===== src/rtl/alu_mdu.sv =====
// alu_mdu: clocked ALU with registered flags and an iterative shift-add multiplier / restoring divider.
// The divider is built only when ALU_DIV_EN is defined; otherwise DIVU/DIV decode as illegal codes.
module alu_mdu #(
  parameter int unsigned WIDTH = 32,
  parameter int unsigned CNT_W = $clog2(WIDTH) + 1
) (
  input  logic             clk,
  input  logic             rst_n,
  input  logic             start,
  input  logic [3:0]       control,
  input  logic [WIDTH-1:0] s,
  input  logic [WIDTH-1:0] t,
  output logic             busy,
  output logic             done,
  output logic [WIDTH-1:0] result,
  output logic [WIDTH-1:0] hi,
  output logic             cout,
  output logic             overflow,
  output logic             zero,
  output logic             div_zero,
  output logic             illegal
);
  localparam int unsigned W2 = 2 * WIDTH;

  localparam logic [1:0] IDLE = 2'd0;
  localparam logic [1:0] MUL  = 2'd1;
`ifdef ALU_DIV_EN
  localparam logic [1:0] DIV  = 2'd2;
`endif
  localparam logic [1:0] DONE = 2'd3;

  localparam logic [3:0] OP_AND   = 4'h0;
  localparam logic [3:0] OP_OR    = 4'h1;
  localparam logic [3:0] OP_ADD   = 4'h2;
  localparam logic [3:0] OP_SUB   = 4'h6;
  localparam logic [3:0] OP_SLT   = 4'h7;
  localparam logic [3:0] OP_MULTU = 4'h8;
  localparam logic [3:0] OP_MULT  = 4'h9;
`ifdef ALU_DIV_EN
  localparam logic [3:0] OP_DIVU  = 4'hA;
  localparam logic [3:0] OP_DIV   = 4'hB;
`endif
  localparam logic [3:0] OP_NOR   = 4'hC;
  localparam logic [3:0] OP_SLTU  = 4'hD;

  logic [1:0]       state, state_nxt;
  logic [CNT_W-1:0] cnt, cnt_nxt;
  logic [WIDTH-1:0] acc_hi, acc_hi_nxt, acc_lo, acc_lo_nxt, opb, opb_nxt;
  logic             neg_lo, neg_lo_nxt;
  logic [WIDTH-1:0] result_nxt, hi_nxt;
  logic             cout_nxt, overflow_nxt, zero_nxt, div_zero_nxt, illegal_nxt;

  // Single-cycle ALU
  logic [WIDTH:0]   add_sum, sub_sum;
  logic [WIDTH-1:0] alu_res;
  logic             alu_cout, alu_ovf, alu_ill;

  assign add_sum = {1'b0, s} + {1'b0, t};
  assign sub_sum = {1'b0, s} + {1'b0, ~t} + (WIDTH+1)'(1);

  always_comb begin
    alu_res  = '0;
    alu_cout = 1'b0;
    alu_ovf  = 1'b0;
    alu_ill  = 1'b0;
    case (control)
      OP_AND:  alu_res = s & t;
      OP_OR:   alu_res = s | t;
      OP_NOR:  alu_res = ~(s | t);
      OP_ADD: begin
        alu_res  = add_sum[WIDTH-1:0];
        alu_cout = add_sum[WIDTH];
        alu_ovf  = (s[WIDTH-1] == t[WIDTH-1]) && (add_sum[WIDTH-1] != s[WIDTH-1]);
      end
      OP_SUB: begin
        alu_res  = sub_sum[WIDTH-1:0];
        alu_cout = sub_sum[WIDTH];
        alu_ovf  = (s[WIDTH-1] != t[WIDTH-1]) && (sub_sum[WIDTH-1] != s[WIDTH-1]);
      end
      OP_SLT:  alu_res = {{(WIDTH-1){1'b0}}, ($signed(s) < $signed(t))};
      OP_SLTU: alu_res = {{(WIDTH-1){1'b0}}, (s < t)};
      default: alu_ill = 1'b1;
    endcase
  end

  // Signed MULT/DIV have odd codes; iterate on magnitudes and fix signs at the end
  logic             sgn_op;
  logic [WIDTH-1:0] mag_s, mag_t;
  assign sgn_op = control[0];
  assign mag_s  = (sgn_op && s[WIDTH-1]) ? (~s + WIDTH'(1)) : s;
  assign mag_t  = (sgn_op && t[WIDTH-1]) ? (~t + WIDTH'(1)) : t;

  logic [WIDTH:0]   mul_sum;
  logic [WIDTH-1:0] mul_hi, mul_lo;
  logic [W2-1:0]    mul_prod;
  assign mul_sum  = {1'b0, acc_hi} + (acc_lo[0] ? {1'b0, opb} : {(WIDTH+1){1'b0}});
  assign mul_hi   = mul_sum[WIDTH:1];
  assign mul_lo   = {mul_sum[0], acc_lo[WIDTH-1:1]};
  assign mul_prod = neg_lo ? (~{mul_hi, mul_lo} + W2'(1)) : {mul_hi, mul_lo};

`ifdef ALU_DIV_EN
  logic             neg_hi, neg_hi_nxt, ovf_pend, ovf_pend_nxt;
  logic [WIDTH:0]   div_sh;
  logic             div_ok;
  logic [WIDTH-1:0] div_hi, div_lo, div_q, div_r;
  // Remainder stays below the divisor, so the difference always fits WIDTH bits
  assign div_sh = {acc_hi, acc_lo[WIDTH-1]};
  assign div_ok = div_sh >= {1'b0, opb};
  assign div_hi = div_ok ? (div_sh[WIDTH-1:0] - opb) : div_sh[WIDTH-1:0];
  assign div_lo = {acc_lo[WIDTH-2:0], div_ok};
  assign div_q  = neg_lo ? (~div_lo + WIDTH'(1)) : div_lo;
  assign div_r  = neg_hi ? (~div_hi + WIDTH'(1)) : div_hi;
`endif

  always_comb begin
    state_nxt    = state;
    cnt_nxt      = cnt;
    acc_hi_nxt   = acc_hi;
    acc_lo_nxt   = acc_lo;
    opb_nxt      = opb;
    neg_lo_nxt   = neg_lo;
`ifdef ALU_DIV_EN
    neg_hi_nxt   = neg_hi;
    ovf_pend_nxt = ovf_pend;
`endif
    result_nxt   = result;
    hi_nxt       = hi;
    cout_nxt     = cout;
    overflow_nxt = overflow;
    zero_nxt     = zero;
    div_zero_nxt = div_zero;
    illegal_nxt  = illegal;
    case (state)
      IDLE: begin
        if (start) begin
          cnt_nxt    = '0;
          acc_hi_nxt = '0;
          acc_lo_nxt = mag_s;
          opb_nxt    = mag_t;
          neg_lo_nxt = sgn_op && (s[WIDTH-1] ^ t[WIDTH-1]);
          if (control == OP_MULTU || control == OP_MULT) begin
            state_nxt = MUL;
          end
`ifdef ALU_DIV_EN
          else if (control == OP_DIVU || control == OP_DIV) begin
            neg_hi_nxt   = sgn_op && s[WIDTH-1];
            ovf_pend_nxt = sgn_op && (s == {1'b1, {(WIDTH-1){1'b0}}}) && (t == {WIDTH{1'b1}});
            if (t == '0) begin
              state_nxt    = DONE;
              result_nxt   = {WIDTH{1'b1}};
              hi_nxt       = s;
              cout_nxt     = 1'b0;
              overflow_nxt = 1'b0;
              zero_nxt     = 1'b0;
              div_zero_nxt = 1'b1;
              illegal_nxt  = 1'b0;
            end else begin
              state_nxt = DIV;
            end
          end
`endif
          else begin
            state_nxt    = DONE;
            result_nxt   = alu_res;
            hi_nxt       = '0;
            cout_nxt     = alu_cout;
            overflow_nxt = alu_ovf;
            zero_nxt     = (alu_res == '0);
            div_zero_nxt = 1'b0;
            illegal_nxt  = alu_ill;
          end
        end
      end
      MUL: begin
        acc_hi_nxt = mul_hi;
        acc_lo_nxt = mul_lo;
        cnt_nxt    = cnt + CNT_W'(1);
        if (cnt == CNT_W'(WIDTH - 1)) begin
          state_nxt    = DONE;
          result_nxt   = mul_prod[WIDTH-1:0];
          hi_nxt       = mul_prod[W2-1:WIDTH];
          cout_nxt     = 1'b0;
          overflow_nxt = 1'b0;
          zero_nxt     = (mul_prod[WIDTH-1:0] == '0);
          div_zero_nxt = 1'b0;
          illegal_nxt  = 1'b0;
        end
      end
`ifdef ALU_DIV_EN
      DIV: begin
        acc_hi_nxt = div_hi;
        acc_lo_nxt = div_lo;
        cnt_nxt    = cnt + CNT_W'(1);
        if (cnt == CNT_W'(WIDTH - 1)) begin
          state_nxt    = DONE;
          result_nxt   = div_q;
          hi_nxt       = div_r;
          cout_nxt     = 1'b0;
          overflow_nxt = ovf_pend;
          zero_nxt     = (div_q == '0);
          div_zero_nxt = 1'b0;
          illegal_nxt  = 1'b0;
        end
      end
`endif
      DONE:    state_nxt = IDLE;
      default: state_nxt = IDLE;
    endcase
  end

  always_ff @(posedge clk or negedge rst_n) begin
    if (!rst_n) begin
      state    <= IDLE;
      cnt      <= '0;
      acc_hi   <= '0;
      acc_lo   <= '0;
      opb      <= '0;
      neg_lo   <= 1'b0;
`ifdef ALU_DIV_EN
      neg_hi   <= 1'b0;
      ovf_pend <= 1'b0;
`endif
      busy     <= 1'b0;
      done     <= 1'b0;
      result   <= '0;
      hi       <= '0;
      cout     <= 1'b0;
      overflow <= 1'b0;
      zero     <= 1'b1;
      div_zero <= 1'b0;
      illegal  <= 1'b0;
    end else begin
      state    <= state_nxt;
      cnt      <= cnt_nxt;
      acc_hi   <= acc_hi_nxt;
      acc_lo   <= acc_lo_nxt;
      opb      <= opb_nxt;
      neg_lo   <= neg_lo_nxt;
`ifdef ALU_DIV_EN
      neg_hi   <= neg_hi_nxt;
      ovf_pend <= ovf_pend_nxt;
`endif
      busy     <= (state_nxt != IDLE);
      done     <= (state_nxt == DONE);
      result   <= result_nxt;
      hi       <= hi_nxt;
      cout     <= cout_nxt;
      overflow <= overflow_nxt;
      zero     <= zero_nxt;
      div_zero <= div_zero_nxt;
      illegal  <= illegal_nxt;
    end
  end

endmodule


===== config.mk =====
export PLATFORM = sky130hd
export DESIGN_NAME = alu_mdu
export DESIGN_NICKNAME = d
export VERILOG_FILES = /design/src/rtl/alu_mdu.sv
export SDC_FILE = /design/constraint.sdc
export NUM_CORES = 1
export LEC_CHECK = 0
export BUFFER_PORTS_ARGS = -buffer_cell sky130_fd_sc_hd__buf_2
export CORE_UTILIZATION = 45
export DETAILED_ROUTE_END_ITERATION = 12
export GPL_ROUTABILITY_DRIVEN = 1
export HOLD_SLACK_MARGIN = 0.03
export PLACE_DENSITY = 0.65
export SYNTH_ARGS = -nofsm -noshare
export SYNTH_HDL_FRONTEND = slang
export SYNTH_SLANG_ARGS = --single-unit

===== constraint.sdc =====
create_clock -name clk -period 3.5 [get_ports clk]
set_clock_uncertainty 0.15 [all_clocks]
set_input_delay 0.175 -clock clk [delete_from_list [all_inputs] [get_ports clk]]
set_output_delay 0.175 -clock clk [all_outputs]
set_load 0.1 [all_outputs]

# --- Yosys cells after proc, flatten, opt, wreduce, memory -nomap -nowiden ---
# Index checks and enable logic that the tools add are counted.
word_totals:
  elab_cells: 109
  out_inout_bits: 71
  regBits: 176
  inputBits: 71
classes:
  bitwise: 7
  magnitude_cmp: 2
  n_reduce_logical: 16
  muxes: 43
  n_addsub: 8
  n_eq_ne: 18
ops:
  columns: ["operator", "count"]
  rows:
  - ["32-bit two-way mux", 11]
  - ["32-bit case mux with 2 select lines", 4]
  - ["32-bit case mux with 7 select lines", 1]
  - ["32-bit by 32-bit adder with 33-bit output", 3]
  - ["32-bit inverter", 3]
  - ["32-bit by 1-bit adder with 32-bit output, second input constant", 2]
  - ["64-bit by 1-bit adder with 64-bit output, second input constant", 1]
  - ["32-bit logical NOT", 2]
  - ["32-bit less-than comparator", 2]
  - ["64-bit two-way mux", 1]
  - ["64-bit inverter", 1]
  - ["33-bit by 1-bit adder with 33-bit output, second input constant", 1]
  - ["32-bit AND", 1]
  - ["32-bit bitwise OR", 1]
  - ["4-bit equality test, second input constant", 4]
  - ["1-bit case mux with 2 select lines", 7]
  - ["1-bit two-way mux", 13]
  - ["6-bit case mux with 2 select lines", 1]
  - ["4-bit by 3-bit equality test with 1-bit output, second input constant", 2]
  - ["7-bit OR reduction", 1]
  - ["6-bit by 1-bit adder with 6-bit output, second input constant", 1]
  - ["6-bit by 5-bit equality test with 1-bit output, second input constant", 1]
  - ["2-bit two-way mux", 3]
  - ["6-bit two-way mux", 1]
  - ["16 further kinds", 26]

# --- Depth between registers and ports, before layout ---
depth:
  depth_word: 9
  mapped_depth: 15
  ltp_nobuf: 15

# --- Worst setup path before layout ---
# Ideal clock, no wire load.
synth_path:
  path_kind: "register -> register"
  from: "register acc_lo[0]"
  to: "register hi[30]"
  path_buffers: 1
  setup_time_ps: 130
  required_time_ps: 3220
  stages_incl_launch_ff: 15
  slack_ps: -86
  synth_period_minus_slack_ps: 3586
  arrival_time_ps: 3307
  path_cell_list: "dfrtp_1 clkbuf_1 and2_1 ha_1 a21o_1 a21o_1 or3_1 o21ai_2 xor2_2 o211ai_1 nor3b_2 nand4_1 o31ai_1 xor2_1 o21ai_1"
synth_between:
  elab_chain_len: 7
synth_rtl:
  columns: ["element", "line_no", "text"]
  rows:
  - ["start: declaration", "48", "logic [WIDTH-1:0] acc_hi, acc_hi_nxt, acc_lo, acc_lo_nxt, opb, opb_nxt;"]
  - ["start signal: assignment", "236", "acc_lo <= acc_lo_nxt;"]
  - ["32-bit two-way mux (*)", "96", "assign mul_sum = {1'b0, acc_hi} + (acc_lo[0] ? {1'b0, opb} : {(WIDTH+1){1'b0}});"]
  - ["32-bit by 32-bit adder with 33-bit output (*)", "96", null]
  - ["64-bit inverter", "99", "assign mul_prod = neg_lo ? (~{mul_hi, mul_lo} + W2'(1)) : {mul_hi, mul_lo};"]
  - ["64-bit by 1-bit adder with 64-bit output", "99", null]
  - ["64-bit two-way mux (*)", "99", null]
  - ["32-bit two-way mux (*)", "178", "if (cnt == CNT_W'(WIDTH - 1)) begin"]
  - ["32-bit case mux with 2 select lines (*)", "133", "case (state)"]
  - ["end signal: assignment", "246", "hi <= hi_nxt;"]
  - ["end: declaration", "16", "output logic [WIDTH-1:0] hi,"]
# Mark *: on every way between the ends. The rest lies on a longest branch, timed or not. The select of a mux whose other input is x is not followed.
# A chain may end at the register's enable or synchronous reset.

# --- Worst setup path in the final report ---
# Same ends and word-level chain as after synthesis.

==> results_dict.tcl <==
set metrics [dict create \
    outcome "complete, but fails checks" \
    violations "negative setup slack" \
    core-area_mm2 0.0369 \
    stdcell_area_mm2 0.0235 \
    grt_pass1_wl_um 105000 \
    cp_max_fo 6 \
    synth_cell_types 98 \
    die_y_um 196 \
    dieArea_mm2 0.0385 \
    relSlewSlack_pct 35.6 \
    synth_nets 2369 \
    grt_remaining_overflow 0 \
    synth_adder_area_share_pct 10.3 \
    chipWidth_um 196 \
    synth-edff-count 0 \
    postRouteAntennaNets 0 \
    num_rows 70 \
    drt_wl_total_um 69400 \
    finalSetupViolations 15 \
    synth_top_area_share_pct 25.6 \
    p_clk_share_pct 11.3 \
    htreeDepth 4 \
    finalNonFillerCells 3257 \
    port_buffers 140 \
    intPower_uw 8250 \
    syn_area_per_cell_um2 7.86 \
    p_leak_uw 0.0109 \
    path_clk_slew_ns 0.07 \
    end_kind "flop" \
    worstMarginPinSlew_ns 0.966 \
    slew_violations 0 \
    synth_top_family_by_area "compound AO/OA/AOI/OAI gates" \
    synth-seq-area-share_pct 25.8 \
    placed_cells 3182 \
    ys_warn_count 0 \
    cts_sinks 175 \
    synth-async-reset-ratio_pct 100 \
    cp.required_ns 3.68 \
    post-route-period-util_pct 108 \
    critPathArrivalTime_ns 3.97 \
    place_congestion 0.993 \
    start_kind "flop" \
    io_pins 142 \
    multi_input_area_mm2 0.0126 \
    finalHoldViolations 0 \
    net-switching-power_uw 7950 \
    rsz0062_at_grt "yes" \
    numCtsBuffers 17 \
    p_per_area_mw_per_mm2 690 \
    synth_xor_area_share_pct 7.78 \
    antenna_found_initial 0 \
    synth_simple_gate_area_share_pct 20.7 \
    hold_path_class "primary input to flop" \
    post-dp-hpwl_um 54100 \
    nNetsFinal 2951 \
    setup_tns_ns -2.64 \
    seq_area_mm2 0.00438 \
    grtUsageTotal_pct 35.5 \
    fin_ws_ns -0.297 \
    synth_top_area_cell "dfrtp_1" \
    worstSetupPathType "flop to flop" \
    route.vias.total 19500 \
    cts_root_buf "clkbuf_16" \
    drc 0 \
    wl_per_cell_um 21.3 \
    seq_power_share_pct 21.1 \
    cts_buffer_depth 2 \
    synth-seq-cells 175 \
    synth_compound_area_share_pct 29.4 \
    first_global_vias 18800 \
    grt_max_degree 105 \
    syn_to_final_growth_pct 38.3 \
    avgViaCountPerCell 5.97 \
    cts_tree "yes" \
    synth_area_leaders "dfrtp_1, ha_1, o21ai_0" \
    synthMuxAreaShare_pct 0.560 \
    diodes 0 \
    dr.pass1.iters 5 \
    place_area_mm2 0.0218 \
    dr.first_iter.drc_count 1501 \
    swShare_pct 49.1 \
    pre_cts_slack_ns -0.725 \
    initial_core_util_pct 46.1 \
    fmax_mhz 263 \
    clk_latency_ns 0.45 \
    synthCells 2160 \
    ir_worst_vdd_mv 0.633 \
    comb_power_share_pct 67.6 \
    maxCapViolCount 0 \
    drive_above_1_share_pct 31.9 \
    syn_area_mm2 0.0170 \
    ys.flop_type "dfrtp_1" \
    num-fill-cells 3280 \
    timing.final.crit_period_ns 3.80 \
]
## logic make-up (layout without fill, tap and decap cells)
| logic type | count (synthesis) | in the layout |
|---|---|---|
| flip-flops | 175 | 175 |
| buffers and inverters | 240 | 833 |
| AO/OA/AOI/OAI | 748 | 748 |
| multiplexers | 8 | 8 |
| adder cells (fa/ha/maj) | 138 | 138 |
| XOR/XNOR | 150 | 150 |
| other | 1 | 1 |
| AND/OR/NAND/NOR | 700 | 700 |
## what timing repair did
| item | 4_1_cts | 5_1_grt |
|---|---|---|
| endpoints found under the hold margin | 67 | 0 |
| gates resized for setup | 77 | 93 |
| gates cloned | 1 | 0 |
| endpoints found under the setup margin | 23 | 30 |
| setup buffers | 17 | 20 |
| pin swaps | 36 | 51 |
| hold buffers | 7 | 0 |
## metrics by stage
step | hold WS, ns | power, uW | utilization (%)
2_1_floorplan | -0.271 | 9280 | -
5_1_grt | 0.0707 | 17100 | 63.7
3_5_place_dp | 0.0578 | 13000 | 59.0
3_3_place_gp | 0.0528 | 12800 | 59.0
4_1_cts | 0.0335 | 15500 | 62.2
6_report | 0.0608 | 16200 | 63.7
## worst paths after layout
check | startpoint | end | slack (ns) | cells past startpoint
worst min register to register | opb[14] | opb[14] | 0.33 | 2
worst max-delay path | acc_lo[0] | hi[30] | -0.30 | 17
max in group asynchronous | rst_n | acc_lo[0] | 2.15 | 3
worst min-delay path | s[30] | acc_lo[30] | 0.06 | 4
min in group asynchronous | rst_n | hi[2] | 0.14 | 2
worst max register to register | acc_lo[0] | hi[30] | -0.30 | 17
## synthesized netlist by cell type, drive strengths merged (18+ instances only)
master and n:
nand3 71, nand4 36, and2 53, a21oi 136, o21ai 222, a31oi 26
a211oi 29, a21o 30, ha 135, a22oi 38, nor4 33, nand2 205
buf 24, nand2b 19, inv 109, nor3 31, a22o 18, xor2 60
xnor2 90, a221oi 19, o31ai 41, or3 28, dfrtp 174, clkbuf 106
a221o 30, o221ai 27, nor2 156
## power groups by stage
stage	logic (uW)	registers (uW)	clock network, uW
floorplan	4720	4560	0
global placement	9490	3360	0
detailed placement	9650	3380	0
CTS	10300	3390	1850
global route	11700	3500	1920
finish	10900	3420	1830
## metal layers
metal / vias up / track usage, % / routed length, um
met5: - / 0 / 0
met4: 0 / 14.0 / 2630
met3: 140 / 4.66 / 4870
met2: 835 / 57.0 / 31800
met1: 9356 / 48.1 / 30100
li1: 9122 / - / -
## final cells by class
class / instances / area share [%]
Clock buffer: 19 / 1.89
Timing Repair Buffer: 693 / 21.1
Multi-Input combinational cell: 1745 / 53.4
Clock inverter: 11 / 0.458
Tap cell: 504 / 2.68
Sequential cell: 175 / 18.7
Inverter: 110 / 1.76
## critical path, cell delays in order, from the launching register on
cell and delay, ns:
dfrtp_2 0.47, and2_4 0.18, ha_4 0.13, inv_2 0.04, fa_2 0.36, nor2b_2 0.16
o211ai_1 0.10, buf_4 0.16, a21oi_2 0.17, o211ai_1 0.22, a211oi_1 0.31, o22ai_1 0.17
xor2_2 0.22, buf_4 0.16, nand4bb_4 0.15, o31ai_4 0.27, xor2_1 0.16, o21ai_1 0.08
## cell usage in the layout, fill, tap and decap left out, types with 13 or more instances in the layout
| master | instances |
|---|---|
| a211oi_1 | 19 |
| a21o_1 | 30 |
| a21oi_1 | 123 |
| a221o_1 | 30 |
| a221oi_1 | 16 |
| a22o_1 | 18 |
| a22oi_1 | 38 |
| a31oi_1 | 25 |
| and2_1 | 39 |
| and2_4 | 13 |
| buf_2 | 139 |
| buf_4 | 532 |
| clkbuf_16 | 17 |
| dfrtp_1 | 173 |
| ha_1 | 114 |
| ha_4 | 15 |
| inv_1 | 107 |
| nand2_1 | 203 |
| nand2b_1 | 19 |
| nand3_1 | 69 |
| nand4_1 | 35 |
| nor2_1 | 153 |
| nor3_1 | 26 |
| nor4_1 | 22 |
| o211ai_1 | 14 |
| o21ai_0 | 191 |
| o21ai_1 | 20 |
| o21bai_1 | 13 |
| o221ai_1 | 27 |
| o31ai_1 | 38 |
| or3_1 | 23 |
| xnor2_1 | 88 |
| xor2_1 | 54 |
## flip-flops by register name, indices dropped and copies added, names as in the netlist
signal,cells
acc_hi,32
acc_lo,32
hi,32
opb,32
result,32
cnt,6
state,2
busy,1
cout,1
done,1
illegal,1
neg_lo,1
overflow,1
zero,1
No activity file was read; power rests on OpenSTA's default activity.
